**config.mk**
```make
export PLATFORM = sky130hd
export DESIGN_NAME = serial_adder_flat
export DESIGN_NICKNAME = d
export VERILOG_FILES = /design/src/rtl/serial_adder_if.sv /design/src/rtl/serial_adder.sv /design/src/flat_wrapper.sv
export SDC_FILE = /design/constraint.sdc
export NUM_CORES = 1
export LEC_CHECK = 0
export ABC_AREA = 1
export CELL_PAD_IN_SITES_DETAIL_PLACEMENT = 0
export CELL_PAD_IN_SITES_GLOBAL_PLACEMENT = 1
export CORE_UTILIZATION = 38
export DETAILED_ROUTE_END_ITERATION = 8
export PLACE_DENSITY_LB_ADDON = 0.15
export REMOVE_ABC_BUFFERS = 1
export SYNTH_ARGS = -nofsm -noshare
export SYNTH_HDL_FRONTEND = slang
export SYNTH_HIERARCHICAL = 1
export SYNTH_SLANG_ARGS = --single-unit
```
**constraint.sdc**
```tcl
create_clock -name clk -period 1.5 [get_ports clk]
set_clock_uncertainty 0.15 [all_clocks]
set_input_delay 0.3 -clock clk [delete_from_list [all_inputs] [get_ports clk]]
set_output_delay 0.3 -clock clk [all_outputs]
set_load 0.02 [all_outputs]
```
**src/rtl/serial_adder_if.sv**
```systemverilog
// Operand/result bundle for the bit-serial adder. start is the valid strobe and
// !busy is the ready: an operation is accepted on a rising clk where start && !busy.
interface serial_adder_if #(
  parameter int WIDTH = 8
);
  logic             start;
  logic [WIDTH-1:0] a;
  logic [WIDTH-1:0] b;
  logic             cin;
  logic             busy;
  logic             done;
  logic [WIDTH-1:0] sum;
  logic             cout;
  logic [1:0]       state;

  modport master (
    output start, a, b, cin,
    input  busy, done, sum, cout, state
  );

  modport slave (
    input  start, a, b, cin,
    output busy, done, sum, cout, state
  );
endinterface

```
**src/rtl/serial_adder.sv**
```systemverilog
// Bit-serial WIDTH-bit adder: one full_adder cell, LSB first, carry recirculated
// through a flop; parallel sum/cout registered on completion with a done pulse.
module full_adder (
  input  logic a,
  input  logic b,
  input  logic c,
  output logic sum,
  output logic carry
);
  assign sum   = a ^ b ^ c;
  assign carry = (a & b) | (c & (a ^ b));
endmodule

module serial_adder #(
  parameter int WIDTH = 8
) (
  input  logic           clk,
  input  logic           rst_n,
  serial_adder_if.slave  bus
);
  localparam int CW = $clog2(WIDTH);
  localparam logic [CW-1:0] LAST = CW'(WIDTH - 1);

  typedef enum logic [1:0] {
    IDLE = 2'd0,
    RUN  = 2'd1,
    DONE = 2'd2
  } state_t;

  state_t           state_q, state_d;
  logic [WIDTH-1:0] a_sh_q, a_sh_d;
  logic [WIDTH-1:0] b_sh_q, b_sh_d;
  logic [WIDTH-1:0] s_sh_q, s_sh_d;
  logic             c_ff_q, c_ff_d;
  logic [CW-1:0]    cnt_q, cnt_d;
  logic [WIDTH-1:0] sum_q, sum_d;
  logic             cout_q, cout_d;
  logic             fa_sum, fa_carry;

  full_adder u_fa (
    .a     (a_sh_q[0]),
    .b     (b_sh_q[0]),
    .c     (c_ff_q),
    .sum   (fa_sum),
    .carry (fa_carry)
  );

  always_ff @(posedge clk or negedge rst_n) begin
    if (!rst_n) begin
      state_q <= IDLE;
      a_sh_q  <= '0;
      b_sh_q  <= '0;
      s_sh_q  <= '0;
      c_ff_q  <= 1'b0;
      cnt_q   <= '0;
      sum_q   <= '0;
      cout_q  <= 1'b0;
    end else begin
      state_q <= state_d;
      a_sh_q  <= a_sh_d;
      b_sh_q  <= b_sh_d;
      s_sh_q  <= s_sh_d;
      c_ff_q  <= c_ff_d;
      cnt_q   <= cnt_d;
      sum_q   <= sum_d;
      cout_q  <= cout_d;
    end
  end

  always_comb begin
    state_d = state_q;
    a_sh_d  = a_sh_q;
    b_sh_d  = b_sh_q;
    s_sh_d  = s_sh_q;
    c_ff_d  = c_ff_q;
    cnt_d   = cnt_q;
    sum_d   = sum_q;
    cout_d  = cout_q;
    case (state_q)
      RUN: begin
        a_sh_d = {1'b0, a_sh_q[WIDTH-1:1]};
        b_sh_d = {1'b0, b_sh_q[WIDTH-1:1]};
        s_sh_d = {fa_sum, s_sh_q[WIDTH-1:1]};
        c_ff_d = fa_carry;
        if (cnt_q == LAST) begin
          // Counter parks at zero so it never runs past WIDTH-1.
          cnt_d   = '0;
          sum_d   = {fa_sum, s_sh_q[WIDTH-1:1]};
          cout_d  = fa_carry;
          state_d = DONE;
        end else begin
          cnt_d = cnt_q + 1'b1;
        end
      end
      default: begin
        // IDLE and DONE both accept; DONE -> RUN gives zero-gap back-to-back.
        if (bus.start) begin
          a_sh_d  = bus.a;
          b_sh_d  = bus.b;
          c_ff_d  = bus.cin;
          cnt_d   = '0;
          state_d = RUN;
        end else begin
          state_d = IDLE;
        end
      end
    endcase
  end

  assign bus.busy  = (state_q == RUN);
  assign bus.done  = (state_q == DONE);
  assign bus.sum   = sum_q;
  assign bus.cout  = cout_q;
  assign bus.state = state_q;
endmodule

```
**src/flat_wrapper.sv**
```systemverilog
// flat-port wrapper written by rule: the top's interface ports become plain ports
module serial_adder_flat 
#(
  parameter int WIDTH = 8
)
  (clk, rst_n, bus_start, bus_a, bus_b, bus_cin, bus_busy, bus_done, bus_sum, bus_cout, bus_state);
  serial_adder_if #(.WIDTH(WIDTH)) bus_i ();
  input  logic clk;
  input  logic rst_n;
  input wire logic [$bits(bus_i.start)-1:0] bus_start;
  input wire logic [$bits(bus_i.a)-1:0] bus_a;
  input wire logic [$bits(bus_i.b)-1:0] bus_b;
  input wire logic [$bits(bus_i.cin)-1:0] bus_cin;
  output wire logic [$bits(bus_i.busy)-1:0] bus_busy;
  output wire logic [$bits(bus_i.done)-1:0] bus_done;
  output wire logic [$bits(bus_i.sum)-1:0] bus_sum;
  output wire logic [$bits(bus_i.cout)-1:0] bus_cout;
  output wire logic [$bits(bus_i.state)-1:0] bus_state;
  assign bus_i.start = bus_start;
  assign bus_i.a = bus_a;
  assign bus_i.b = bus_b;
  assign bus_i.cin = bus_cin;
  assign bus_busy = bus_i.busy;
  assign bus_done = bus_i.done;
  assign bus_sum = bus_i.sum;
  assign bus_cout = bus_i.cout;
  assign bus_state = bus_i.state;
  serial_adder #(.WIDTH(WIDTH)) u_core (.clk(clk), .rst_n(rst_n), .bus(bus_i));
endmodule
```
==> impl_metrics.ini, run 1 <==
[floorplan]
io_pins = 33
fp.dieH_um = 72.4
coreArea_um2 = 4750
start_util = 0.396
rows = 25
fp.dieW_um = 72.4
dieArea_um2 = 5240

[layout]
diodes = 0
area_delta_synth_final_pct = 33.1
fin_util = 0.528
fin_cells = 343
final_layout_size_suffix_gt1_frac = 0.145
final_nets = 298

[placement]
hpwl_um = 2420
dp_cells = 330
dpl_worst_slack_ns = -0.175
globalplace.congestion = 0.728
port_buffers = 32

[sta]
period_needed_ns = 1.52
rsz0062_at_grt = true
setup_slack_ns = -0.0199
setup_viol = 2
hold_viol = 0
whs_ns = 0.315
relSlewSlack = 0.861
slew_viol_final = 0
max_clock_freq_mhz = 658
fin_crit_sh = 1.01
worstMarginPinSlew_ns = 0.209

[cts]
cts.sinks = 38
cts_buffers = 5
cts.path.max_buffers = 2
clock_tree.root_cell = clkbuf_8
cts_tree = built
cts_max_level = 2
clkTransAtPathRegs_ns = 0.08
clock_latency_ns = 0.29

[power]
max-vdd-ir-drop_mv = 1.01
leakagePower_uw = 0.00131
p_per_area_nw_per_um2 = 2060

[routing]
antenna_left = 0
wl_per_cell_um = 11.9
route.vias.total = 1598
first_iter_violations = 97
first_pass_iters = 4
via_per_inst = 4.66
routed_wl_um = 4070
drcViolationCount = 0

[status]
status = finished with violations
violations = setup timing

[grt]
grt_overflow = 0
grt_max_degree = 39
antenna_found_initial = 0
grt_pass1_wl_um = 6580
first_global_vias = 1406
grt_usage = 0.166

[critical_path]
cp_max_fo = 4
reg2regPathDepth = 6
crit_path_end_kind = output port
cp.arrival_ns = 1.07
startpoint_type = flip-flop
path_class = reg -> out
cp.required_ns = 1.05

[synthesis]
synth_edf_count = 0
syn-mean-instance-area_um2 = 8.09
ys.flop_type = dfrtp_1
async_flop_share = 1.00
synth_seq_area_share = 0.505
syn-cell-area_um2 = 1880
syn_inst = 233
ys_ff_latch = 38
synth_warnings = 6
ys_types = 20

[worst_hold_path]
holdPathStages = 2
min_path_type = reg -> reg

[job]
drv_cap = 0
## synth_stat cells, types with 3 or more instances
| cell | number | area (um2) |
|---|---|---|
| buf_6 | 6 | 67.6 |
| inv_1 | 21 | 78.8 |
| o21ai_0 | 3 | 15.0 |
| nand2_1 | 96 | 360 |
| nand4_1 | 9 | 56.3 |
| o21ai_1 | 3 | 15.0 |
| buf_2 | 8 | 40.0 |
| dfrtp_1 | 38 | 951 |
| nand3_1 | 33 | 165 |
## worst paths after layout
path / start / to / slack [ns]
worst max-delay path: u_core/bus.state[0] / bus_busy / -0.02
worst min-delay path: u_core/bus.sum[6] / u_core/bus.sum[6] / 0.31
worst max register to register: u_core/bus.state[1] / u_core/a_sh_q[0] / 0.08
worst min register to register: u_core/bus.sum[6] / u_core/bus.sum[6] / 0.31
max in group asynchronous: rst_n / u_core/bus.state[1] / 0.64
min in group asynchronous: rst_n / u_core/bus.sum[5] / 0.34
## per-stage QoR
step | setup TNS [ns] | instance area [um2] | power, uW
after floorplan | -6.24 | 1770 | 3220
after global placement | -0.547 | 2320 | 4140
after detailed placement | -0.619 | 2320 | 4160
after CTS | -0.0319 | 2440 | 5020
after global routing | -0.214 | 2510 | 5660
final | -0.0340 | 2510 | 5180
## placed cells by master (no fill, tap or decap)
| cell type | n |
|---|---|
| a21oi_1 | 2 |
| buf_12 | 4 |
| buf_2 | 1 |
| buf_4 | 11 |
| buf_6 | 3 |
| buf_8 | 1 |
| bufinv_16 | 1 |
| clkbuf_16 | 2 |
| clkbuf_8 | 5 |
| clkdlybuf4s50_1 | 18 |
| clkinv_2 | 2 |
| dfrtp_1 | 37 |
| dfrtp_2 | 1 |
| dlygate4sd2_1 | 9 |
| dlygate4sd3_1 | 1 |
| fa_1 | 1 |
| ha_1 | 1 |
| ha_2 | 1 |
| inv_1 | 21 |
| inv_2 | 1 |
| inv_4 | 1 |
| nand2_1 | 96 |
| nand2_4 | 1 |
| nand3_1 | 33 |
| nand3_2 | 1 |
| nand3_4 | 1 |
| nand4_1 | 9 |
| nor2_1 | 2 |
| nor2_2 | 2 |
| nor2_4 | 1 |
| o21ai_0 | 3 |
| o21ai_1 | 3 |
## state kept, by name, summed over array words and instances, names as in the netlist
signal,cells
u_core/bus.cout,1
u_core/s_sh_q,7
u_core/c_ff_q,1
u_core/bus.state,2
u_core/b_sh_q,8
u_core/bus.sum,8
u_core/a_sh_q,8
u_core/cnt_q,3
## per-layer routing
layer / global-route usage / vias to the layer above / routed length, um
met2: 0.256 / 28 / 1860
met4: 0.0719 / 0 / 68
met1: 0.219 / 742 / 2000
met3: 0.0458 / 7 / 150
li1: - / 821 / -
met5: 0 / - / 0
## timing repair
item / CTS / global route
gates cloned: 0 / 2
hold endpoints to repair: 38 / 0
buffers inserted: 2 / 0
endpoints found under the setup margin: 23 / 36
gates resized for setup: 30 / 8
hold buffers: 1 / 0
## report_power, final
part | internal (uW) | total [uW] | switching, uW
logic | 1140 | 2550 | 1410
clock network | 489 | 861 | 371
registers | 1510 | 1770 | 259
## final cells by class
type                            count  area (um2)
Fill cell                         498        2250
Clock buffer                        5        68.8
Tap cell                           67        83.8
Timing Repair Buffer               50         536
Clock inverter                      3        40.0
Inverter                           23        88.8
Multi-Input combinational cell    157         739
Sequential cell                    38         952
## cells by family after synthesis
kind of cell / share of synthesized area
compound gates: 0.0212
fa+ha+maj: 0.0239
buf+inv: 0.108
flops: 0.505
simple gates: 0.342
## worst max-delay path, stage by stage, from the launching register on
cell,delay [ns]
dfrtp_1,0.41
buf_6,0.12
inv_2,0.03
nor2_4,0.09
buf_6,0.12
Power figures use the tool's default switching activity.
==> run 2, diff against run 1 <==
- CORE_MARGIN: default -> 2
- SLEW_MARGIN: default -> 10
==> run 2 against run 1 <==
  * The run still ends with setup timing left
  * Global-route usage is 0.69 points lower
  * Cell count is 0.29% lower
  * Total power down 4.9%
  * Largest cell class unchanged
  * Clock-buffer cell count grew 2
  * Flip-flop and latch count did not move
  * Wire length down 3.6%
  * Sequential power about the same
  * Core utilization fell by 1.0 points
  * Critical path depth down 1
  * Clock power down 16%
  * Sequential share of layout area rose by 0.75 points
  * Worst setup slack better by 0.0058 ns
==> impl_metrics.ini, run 2 (same netlist as run 1, synthesis figures left out) <==
[sta]
relSlewSlack = 0.848
slew_viol_final = 0
tns_ns = -0.0141
worstMarginPinSlew_ns = 0.228
period_needed_ns = 1.51
rsz0062_at_grt = true
setup_slack_ns = -0.0141
max_clock_freq_mhz = 660
fin_crit_sh = 1.01
hold_viol = 0
setup_viol = 1

[power]
p_sw_frac = 0.402
pwr-share-seq = 0.360
p_per_area_nw_per_um2 = 2000
power_switching_uw = 1980
power_frac_comb = 0.494
pwr-share-clk = 0.147
leakagePower_uw = 0.00129
p_int_uw = 2940
max-vdd-ir-drop_mv = 0.981

[routing]
drcViolationCount = 0
route.vias.total = 1565
via_per_inst = 4.58
antenna_left = 0
first_iter_violations = 104
wl_per_cell_um = 11.5
routed_wl_um = 3930
first_pass_iters = 4

[floorplan]
dieArea_um2 = 5540
io_pins = 33
fp.dieH_um = 74.4
rows = 25
start_util = 0.396
fp.dieW_um = 74.4
coreArea_um2 = 4750

[critical_path]
crit_path_end_kind = output port
reg2reg_from = u_core/bus.state[1]
rrSetupSlack_ns = 0.09
path_class = reg -> out
reg2regPathDepth = 6
r2r-end = u_core/b_sh_q[1]
startpoint_type = flip-flop
cp.required_ns = 1.05
cp_max_fo = 3
cp.arrival_ns = 1.06

[cts]
clock_tree.root_cell = clkbuf_8
cts_tree = built
cts_max_level = 2
cts.path.max_buffers = 2
clock_latency_ns = 0.29
cts_buffers = 5
clkTransAtPathRegs_ns = 0.07
cts.sinks = 38

[layout]
nFillCells = 486
layout.cells.most_common = nand2_1
final_nets = 297
diodes = 0
layout_common_cells = 96 x nand2_1, 37 x dfrtp_1, 33 x nand3_1
final_layout_size_suffix_gt1_frac = 0.138
area_delta_synth_final_pct = 30.5
fin_util = 0.517

[placement]
hpwl_um = 2480
port_buffers = 32
globalplace.congestion = 0.699

[grt]
first_global_vias = 1444
grt_usage = 0.159
grt_pass1_wl_um = 6680
antenna_found_initial = 0
grt_max_degree = 39
grt_overflow = 0

[worst_hold_path]
holdPathStages = 2
hp-start = u_core/bus.sum[2]
min_to = u_core/bus.sum[2]
min_path_type = reg -> reg

[job]
drv_cap = 0

[status]
status = finished with violations
violations = setup timing
## run 2: cell count changes in the layout (fill, tap and decap cells not counted), sizes merged
cell	change
bufinv	-1
clkbuf	+1
clkinv	-1
## run 2: stage by stage
step / setup slack (ns) / total power, uW / cells / area (um2) / hold WS (ns)
floorplan: -0.234 / 3220 / 218 / 1770 / -0.146
global placement: -0.195 / 4150 / 330 / 2320 / 0.137
detailed placement: -0.204 / 4190 / 330 / 2320 / 0.135
CTS: -0.0296 / 4890 / 341 / 2420 / 0.321
global route: -0.0630 / 5410 / 342 / 2460 / 0.335
finish: -0.0141 / 4920 / 342 / 2460 / 0.316
## run 2: worst max-delay path by stage
| stage | end | from | cells after the start | slack (ns) |
|---|---|---|---|---|
| after floorplan | bus_busy | u_core/bus.state[0] | 2 | -0.23 |
| after global placement | bus_done | u_core/bus.state[1] | 3 | -0.20 |
| after detailed placement | bus_done | u_core/bus.state[1] | 3 | -0.20 |
| after CTS | bus_busy | u_core/bus.state[1] | 3 | -0.03 |
| after global routing | bus_busy | u_core/bus.state[1] | 3 | -0.06 |
| final | bus_busy | u_core/bus.state[1] | 3 | -0.01 |
## run 2: layout make-up
type / instances / area (um2) / area share
inverter: 23 / 88.8 / 0.0361
clock buffer: 7 / 86.3 / 0.0351
clock inverter: 1 / 5.00 / 0.00203
multi-input combinational: 157 / 739 / 0.301
tap: 67 / 83.8 / 0.0341
timing repair buffer: 49 / 504 / 0.205
sequential: 38 / 952 / 0.387
## run 2: critical path, cell delays in order (launching register included)
cell and delay (ns):
dfrtp_2 0.44, buf_6 0.13, nor2_4 0.09, buf_6 0.12
## run 2: power by group through the flow
stage | sequential, uW | clock (uW) | combinational, uW
after floorplan | 1960 | 0 | 1260
after global placement | 1780 | 0 | 2370
after detailed placement | 1800 | 0 | 2390
after CTS | 1770 | 750 | 2370
after global routing | 1820 | 806 | 2780
final | 1770 | 721 | 2430
## run 2: layer usage
metal	wire length, um	track usage	vias up	part of all wire
li1	-	-	815	-
met1	1960	0.217	718	0.50
met2	1780	0.248	24	0.45
met3	122	0.0366	8	0.031
met4	65	0.0635	0	0.017
met5	0	0	-	0
## run 2: what timing repair did
item | 4_1_cts | 5_1_grt
hold buffers | 1 | 0
endpoints found under the hold margin | 38 | 0
setup endpoints to repair | 26 | 35
gates cloned | 0 | 1
pin swaps | 1 | 0
gates resized for setup | 30 | 5
buffers inserted | 2 | 0
